`config.mk`:
```
export PLATFORM = sky130hd
export DESIGN_NAME = boot_loader_ctrl
export DESIGN_NICKNAME = d
export VERILOG_FILES = /design/src/rtl/boot_loader_ctrl_pkg.sv /design/src/rtl/boot_loader_ctrl_word_packer.sv /design/src/rtl/boot_loader_ctrl.sv
export SDC_FILE = /design/constraint.sdc
export NUM_CORES = 1
export LEC_CHECK = 0
export CAP_MARGIN = 20
export CORE_ASPECT_RATIO = 0.5
export CORE_MARGIN = 4
export CORE_UTILIZATION = 55
export CTS_BUF_LIST = sky130_fd_sc_hd__clkbuf_16
export DETAILED_ROUTE_END_ITERATION = 7
export PLACE_DENSITY = 0.87
export SYNTH_ARGS = -nofsm -noshare
export SYNTH_HDL_FRONTEND = slang
export SYNTH_SLANG_ARGS = --single-unit
```
`constraint.sdc`:
```
create_clock -name clk -period 6.6 [get_ports clk]
set_input_delay 0.99 -clock clk [delete_from_list [all_inputs] [get_ports clk]]
set_output_delay 0.99 -clock clk [all_outputs]
set_load 0.005 [all_outputs]
```
`src/rtl/boot_loader_ctrl_pkg.sv`:
```
// Shared types and constants for the boot loader controller and its word packer.
package boot_pkg;

  typedef enum logic [2:0] {
    S_SEND_READY = 3'd0,
    S_TX_GUARD   = 3'd1,
    S_RECV_SIZE  = 3'd2,
    S_RECV_PROG  = 3'd3,
    S_SEND_DONE  = 3'd4,
    S_RUN        = 3'd5,
    S_ERROR      = 3'd6
  } boot_state_t;

  localparam logic [7:0] READY_BYTE_DEF = 8'h99;
  localparam logic [7:0] DONE_BYTE_DEF  = 8'hAA;

  typedef logic [1:0] lane_t;
  localparam lane_t LAST_LANE = 2'd3;

  // Drop a byte into its little-endian lane of a 32-bit word.
  function automatic logic [31:0] place_byte(input logic [31:0] word, input lane_t lane,
                                             input logic [7:0] data);
    logic [31:0] w;
    w = word;
    w[{lane, 3'b000} +: 8] = data;
    return w;
  endfunction

endpackage

```
`src/rtl/boot_loader_ctrl_word_packer.sv`:
```
// Packs program bytes little-endian into 32-bit words and emits one write pulse
// per word; a short final word is flushed with its upper bytes zero.
module boot_word_packer
  import boot_pkg::*;
#(
  parameter int IMEM_ADDR_WIDTH = 14
) (
  input  logic                       clk,
  input  logic                       reset,
  input  logic                       byte_valid,
  input  logic [7:0]                 byte_data,
  input  logic                       byte_last,
  output logic                       imem_we,
  output logic [IMEM_ADDR_WIDTH-1:0] imem_waddr,
  output logic [31:0]                imem_wdata,
  output logic [IMEM_ADDR_WIDTH:0]   words_loaded
);

  lane_t       lane_r;
  logic [31:0] buf_r;
  logic [31:0] word_s;
  logic        flush_s;

  // Word being assembled including the incoming byte, and whether it completes a word.
  always_comb begin
    word_s  = place_byte(buf_r, lane_r, byte_data);
    flush_s = byte_valid && (byte_last || (lane_r == LAST_LANE));
  end

  // Byte shift-in and write pulse; a flushed word leaves a fresh buffer for the next byte.
  always_ff @(posedge clk or posedge reset) begin
    if (reset) begin
      lane_r       <= 2'd0;
      buf_r        <= 32'd0;
      imem_we      <= 1'b0;
      imem_waddr   <= '0;
      imem_wdata   <= 32'd0;
      words_loaded <= '0;
    end else begin
      imem_we <= flush_s;
      if (flush_s) begin
        imem_wdata <= word_s;
        buf_r      <= 32'd0;
        lane_r     <= 2'd0;
      end else if (byte_valid) begin
        buf_r  <= word_s;
        lane_r <= lane_r + 2'd1;
      end else begin
        buf_r  <= buf_r;
        lane_r <= lane_r;
      end
      // The address advances only after the pulse that used it.
      if (imem_we) begin
        imem_waddr   <= imem_waddr + IMEM_ADDR_WIDTH'(1);
        words_loaded <= words_loaded + (IMEM_ADDR_WIDTH + 1)'(1);
      end else begin
        imem_waddr   <= imem_waddr;
        words_loaded <= words_loaded;
      end
    end
  end

endmodule

```
`src/rtl/boot_loader_ctrl.sv`:
```
// UART boot sequencer: announce, receive length and program, load IMEM, release the core.
// Define BOOT_CHECKSUM_EN to send an 8-bit program byte sum before the done byte.
module boot_loader_ctrl
  import boot_pkg::*;
#(
  parameter int         IMEM_ADDR_WIDTH = 14,
  parameter logic [7:0] READY_BYTE      = READY_BYTE_DEF,
  parameter logic [7:0] DONE_BYTE       = DONE_BYTE_DEF
) (
  input  logic                       clk,
  input  logic                       reset,
  input  logic [7:0]                 rx_data,
  input  logic                       rx_valid,
  input  logic                       rx_ferr,
  output logic [7:0]                 tx_data,
  output logic                       tx_start,
  input  logic                       tx_busy,
  output logic                       imem_we,
  output logic [IMEM_ADDR_WIDTH-1:0] imem_waddr,
  output logic [31:0]                imem_wdata,
  output logic                       cpu_run,
  output logic                       boot_error,
  output logic [IMEM_ADDR_WIDTH:0]   words_loaded
);

  localparam logic [32:0] CAPACITY = 33'd4 << IMEM_ADDR_WIDTH;

  boot_state_t state_r;
  boot_state_t ret_r;
  logic        guard_r;
  logic [1:0]  size_cnt_r;
  logic [23:0] size_r;
  logic [31:0] remaining_r;
  logic [31:0] size_full_s;
  logic        prog_byte_s;
  logic        prog_last_s;
`ifdef BOOT_CHECKSUM_EN
  logic [7:0]  csum_r;
  logic        csum_sent_r;
`endif

  // Decode the incoming byte against the current state.
  always_comb begin
    size_full_s = {rx_data, size_r};
    prog_last_s = (remaining_r == 32'd1);
    if (state_r == S_RECV_PROG) begin
      prog_byte_s = rx_valid && !rx_ferr;
    end else begin
      prog_byte_s = 1'b0;
    end
  end

  // Boot sequencing FSM with registered UART and status outputs.
  always_ff @(posedge clk or posedge reset) begin
    if (reset) begin
      state_r     <= S_SEND_READY;
      ret_r       <= S_RECV_SIZE;
      guard_r     <= 1'b0;
      size_cnt_r  <= 2'd0;
      size_r      <= 24'd0;
      remaining_r <= 32'd0;
      tx_data     <= 8'd0;
      tx_start    <= 1'b0;
      cpu_run     <= 1'b0;
      boot_error  <= 1'b0;
`ifdef BOOT_CHECKSUM_EN
      csum_r      <= 8'd0;
      csum_sent_r <= 1'b0;
`endif
    end else begin
      tx_start <= 1'b0;
      case (state_r)
        S_SEND_READY: begin
          if (!tx_busy) begin
            tx_data  <= READY_BYTE;
            tx_start <= 1'b1;
            guard_r  <= 1'b1;
            ret_r    <= S_RECV_SIZE;
            state_r  <= S_TX_GUARD;
          end
        end
        // The transmitter reports busy one cycle after the start pulse.
        S_TX_GUARD: begin
          if (guard_r) begin
            guard_r <= 1'b0;
          end else if (!tx_busy) begin
            state_r <= ret_r;
            cpu_run <= (ret_r == S_RUN);
          end
        end
        S_RECV_SIZE: begin
          if (rx_valid && rx_ferr) begin
            state_r    <= S_ERROR;
            boot_error <= 1'b1;
          end else if (rx_valid) begin
            size_cnt_r <= size_cnt_r + 2'd1;
            case (size_cnt_r)
              2'd0: size_r[7:0]   <= rx_data;
              2'd1: size_r[15:8]  <= rx_data;
              2'd2: size_r[23:16] <= rx_data;
              default: begin
                remaining_r <= size_full_s;
                if (size_full_s == 32'd0) begin
                  state_r <= S_SEND_DONE;
                end else if ({1'b0, size_full_s} > CAPACITY) begin
                  state_r    <= S_ERROR;
                  boot_error <= 1'b1;
                end else begin
                  state_r <= S_RECV_PROG;
                end
              end
            endcase
          end
        end
        // The final word write pulses on the first S_SEND_DONE cycle, ahead of any tx.
        S_RECV_PROG: begin
          if (rx_valid && rx_ferr) begin
            state_r    <= S_ERROR;
            boot_error <= 1'b1;
          end else if (rx_valid) begin
            remaining_r <= remaining_r - 32'd1;
`ifdef BOOT_CHECKSUM_EN
            csum_r <= csum_r + rx_data;
`endif
            if (prog_last_s) begin
              state_r <= S_SEND_DONE;
            end
          end
        end
        S_SEND_DONE: begin
          if (!tx_busy) begin
            tx_start <= 1'b1;
            guard_r  <= 1'b1;
            state_r  <= S_TX_GUARD;
`ifdef BOOT_CHECKSUM_EN
            if (!csum_sent_r) begin
              tx_data     <= csum_r;
              csum_sent_r <= 1'b1;
              ret_r       <= S_SEND_DONE;
            end else begin
              tx_data <= DONE_BYTE;
              ret_r   <= S_RUN;
            end
`else
            tx_data <= DONE_BYTE;
            ret_r   <= S_RUN;
`endif
          end
        end
        S_RUN: begin
          cpu_run <= 1'b1;
        end
        S_ERROR: begin
          cpu_run    <= 1'b0;
          boot_error <= 1'b1;
        end
        default: begin
          state_r    <= S_ERROR;
          cpu_run    <= 1'b0;
          boot_error <= 1'b1;
        end
      endcase
    end
  end

  boot_word_packer #(
    .IMEM_ADDR_WIDTH(IMEM_ADDR_WIDTH)
  ) u_packer (
    .clk         (clk),
    .reset       (reset),
    .byte_valid  (prog_byte_s),
    .byte_data   (rx_data),
    .byte_last   (prog_last_s),
    .imem_we     (imem_we),
    .imem_waddr  (imem_waddr),
    .imem_wdata  (imem_wdata),
    .words_loaded(words_loaded)
  );

endmodule
```
==> flow_summary_export.csv <==
group,metric,value,unit
cts,max-clock-path-buffers,2,
power_and_ir_drop,finalPower,2.99,mW
detailed_routing,drt_pre_antenna_iters,5,
logic_synthesis,synthAdderAreaFrac,0.0217,
die,ios,86,
logic_synthesis,avgSynthCellArea,10.1,um2
logic_synthesis,yosys_warnings,0,
outcome,status,"completed",
cts,cts_tree,"done",
logic_synthesis,synth_area,8080,um2
worst_setup_path,critical-path-slowest-cell,"nand2_1",
logic_synthesis,synth_top_family_by_area,"compound AO/OA/AOI/OAI gates",
logic_synthesis,synth.mux.area_fraction,0.0362,
cells_and_area,final_cell_mix,"164 x dfrtp_1, 94 x o21ai_0, 83 x clkdlybuf4s50_1",
die,core-area,14000,um2
cts,cts_max_level,4,
die,num_rows,30,
logic_synthesis,synthFlopType,"dfrtp_1",
sta,max_freq,257,MHz
detailed_routing,postRouteAntennaNets,0,
cells_and_area,drive_above_1_share,0.0913,
logic_synthesis,synth-edff-count,0,
detailed_routing,vias_per_cell,6.38,
worst_setup_path,crit_type,"in -> reg",
cts,cts.repair.resized,0,
sta,slew_headroom,0.280,
worst_setup_path,cp.required,6.91,ns
logic_synthesis,synthSimpleGateAreaFrac,0.170,
cells_and_area,fill_cells,1022,
logic_synthesis,syn_inst,799,
cts,cts.sinks,165,
cells_and_area,multi_input_area,3650,um2
worst_setup_path,reg2regPathDepth,5,
logic_synthesis,synth_cell_types,66,
place,gp_congestion,0.874,
global_routing,grt_pass1_vias,6353,
cells_and_area,syn2layout_area_growth,17.7,%
global_routing,grt_pass1_wl,33.0,mm
worst_setup_path,cp.arrival,4.19,ns
worst_setup_path,crit_path_end_kind,"flip-flop",
worst_setup_path,reg2reg_from,"state_r[1]$_DFFE_PP0P_",
cells_and_area,antenna-diode-count,0,
worst_setup_path,startpoint_type,"input port",
place,hpwl,12.8,mm
place,numPortBuffers,83,
sta,period_share,0.589,
sta,tns,0,ns
logic_synthesis,async_flop_share,1.00,
worst_setup_path,r2r-end,"u_packer.imem_wdata[12]$_DFFE_PP0P_",
logic_synthesis,synth_seq_area_share,0.511,
sta,period_minus_slack,3.89,ns
cells_and_area,layout.nets,880,
detailed_routing,dr_total_vias,6741,
worst_setup_path,r2r_slack,3.15,ns
worst_setup_path,setup.worst_path.start,"rx_ferr",
cts,cts_root_buffer,"clkbuf_16",
die,die-area,16800,um2
cts,insertion_delay,0.42,ns
logic_synthesis,synth_compound_area_frac,0.190,
logic_synthesis,synth_top_area_frac,0.508,
cts,cts_setup_buffers,0,
cts,numCtsBuffers,17,
worst_hold_path,hold_path.class,"reg -> reg",
sta,setup-violations-final,0,
detailed_routing,drcViolationCount,0,
logic_synthesis,yosysTopAreaCell,"dfrtp_1",
detailed_routing,wl_per_cell,19.2,um
global_routing,grt_max_degree,100,
die,die_width,179,um
die,initial_core_util,0.579,
cts,path_clk_slew,0.06,ns
power_and_ir_drop,p_per_area,314,nW/um2
sta,finalHoldViolations,0,
global_routing,grt_overflow,0,
detailed_routing,drt-initial-drc-count,786,
global_routing,antenna_found_initial,0,
global_routing,globalRouteTotalUtil,0.239,
logic_synthesis,synth_xor_area_frac,0.0314,
sta,drv_slew,0,
cts,postCtsHoldBufs,0,
sta,worst_slew_pin_slew,1.08,ns
logic_synthesis,yosys_register_bits,165,
power_and_ir_drop,p_leak,4.12,nW
logic_synthesis,synth_area_leaders,"dfrtp_1 51%, o21ai_0 5.8%, a21oi_1 3.8%",
sta,rsz0062_at_grt,"false",
worst_setup_path,cp-endpoint,"u_packer.imem_wdata[12]$_DFFE_PP0P_",
worst_setup_path,cp_cell_sequence,"clkdlybuf4s50_1 > nand4bb_1 > or2_2 > nor2_1 > nand2_1 > o21ai_0",
worst_setup_path,crit_fanout,43,
worst_setup_path,slowest_delay,0.76,ns
power_and_ir_drop,ir_drop,240,uV
detailed_routing,wl,20.3,mm
die,fp.dieH,93.7,um
sta,fin_worst_skew,0.0136,ns
flow_run,max_cap_viol_count,0,
cells_and_area,seq_area,4130,um2
cells_and_area,mostFrequentLayoutCell,"dfrtp_1",
==> power breakdown <==
group / switching, mW / leakage, nW / internal, mW
logic: 0.388 / 1.65 / 0.300
registers: 0.193 / 2.22 / 1.16
clock network: 0.423 / 0.254 / 0.522
total: 1.00 / 4.12 / 1.99
==> registers in the layout (all words and copies together) (netlist names) <==
register               cells
u_packer.imem_wdata       32
u_packer.buf_r            32
cpu_run                    1
u_packer.lane_r            2
tx_start                   1
state_r                    3
boot_error                 1
size_r                    24
guard_r                    1
ret_r                      2
remaining_r               32
u_packer.imem_waddr       14
tx_data                    2
u_packer.imem_we           1
size_cnt_r                 2
u_packer.words_loaded     15
==> logic make-up after synthesis <==
logic type      after synthesis
compound gates              249
xor+xnor                     29
fa+ha+maj                    14
buf+inv                      68
flops                       165
mux                          26
other cells                   1
simple gates                247
==> cells in the mapped netlist (all sizes together) (7+ instances only) <==
master and number:
nand4 11, buf 13, ha 14, dfrtp 164, mux2 26, clkbuf 43
nor2 35, nand3 25, xor2 10, o21ai 99, xnor2 19, and3 14
nor4 20, or4 7, o22ai 9, a22o 32, nor2b 33, nand2 57
a2bb2oi 9, inv 12, a21oi 61, nor3 16
==> how the worst min path moves through the flow <==
stage,from,endpoint,cells after the start
after global routing,u_packer.words_loaded[14]$_DFFE_PP0P_,u_packer.words_loaded[14]$_DFFE_PP0P_,1
after floorplan,u_packer.buf_r[10]$_DFFE_PP0P_,u_packer.buf_r[10]$_DFFE_PP0P_,1
after global placement,u_packer.words_loaded[14]$_DFFE_PP0P_,u_packer.words_loaded[14]$_DFFE_PP0P_,1
final,u_packer.words_loaded[14]$_DFFE_PP0P_,u_packer.words_loaded[14]$_DFFE_PP0P_,1
after CTS,u_packer.words_loaded[14]$_DFFE_PP0P_,u_packer.words_loaded[14]$_DFFE_PP0P_,1
after detailed placement,u_packer.words_loaded[14]$_DFFE_PP0P_,u_packer.words_loaded[14]$_DFFE_PP0P_,1
==> final cells by class <==
cell class              instances  share of cell area
flip-flops and latches        165               0.434
inverters                      12             0.00526
clock inverters                14              0.0137
repair buffers                 90              0.0929
well taps                     192              0.0253
clock buffers                  17              0.0447
multi-input cells             567               0.384
==> metrics by stage <==
| step | std cells | util | worst slack, ns | hold WS, ns | area, um2 |
|---|---|---|---|---|---|
| detailed placement | 1026 | 0.641 | 2.37 | 0.470 | 8950 |
| CTS | 1057 | 0.681 | 2.73 | 0.479 | 9510 |
| global placement | 1026 | 0.641 | 2.61 | 0.455 | 8950 |
| global route | 1057 | 0.681 | 2.39 | 0.492 | 9510 |
| floorplan | 800 | - | 1.15 | 0.458 | 8090 |
| finish | 1057 | 0.681 | 2.71 | 0.468 | 9510 |
==> per-layer routing <==
metal / vias to the layer above / wire (um) / global-route usage
li1: 3028 / - / -
met1: 3297 / 8710 / 0.332
met2: 381 / 9320 / 0.380
met3: 35 / 1980 / 0.0541
met4: 0 / 298 / 0.0741
met5: - / 0 / 0
==> worst max-delay path, delay by kind of cell <==
| kind | cells | cell delay [ns] |
|---|---|---|
| AND/OR/NAND/NOR | 4 | 2.32 |
| AO/OA/AOI/OAI | 1 | 0.42 |
| buffers and inverters | 1 | 0.45 |
Power figures use the tool's default switching activity.
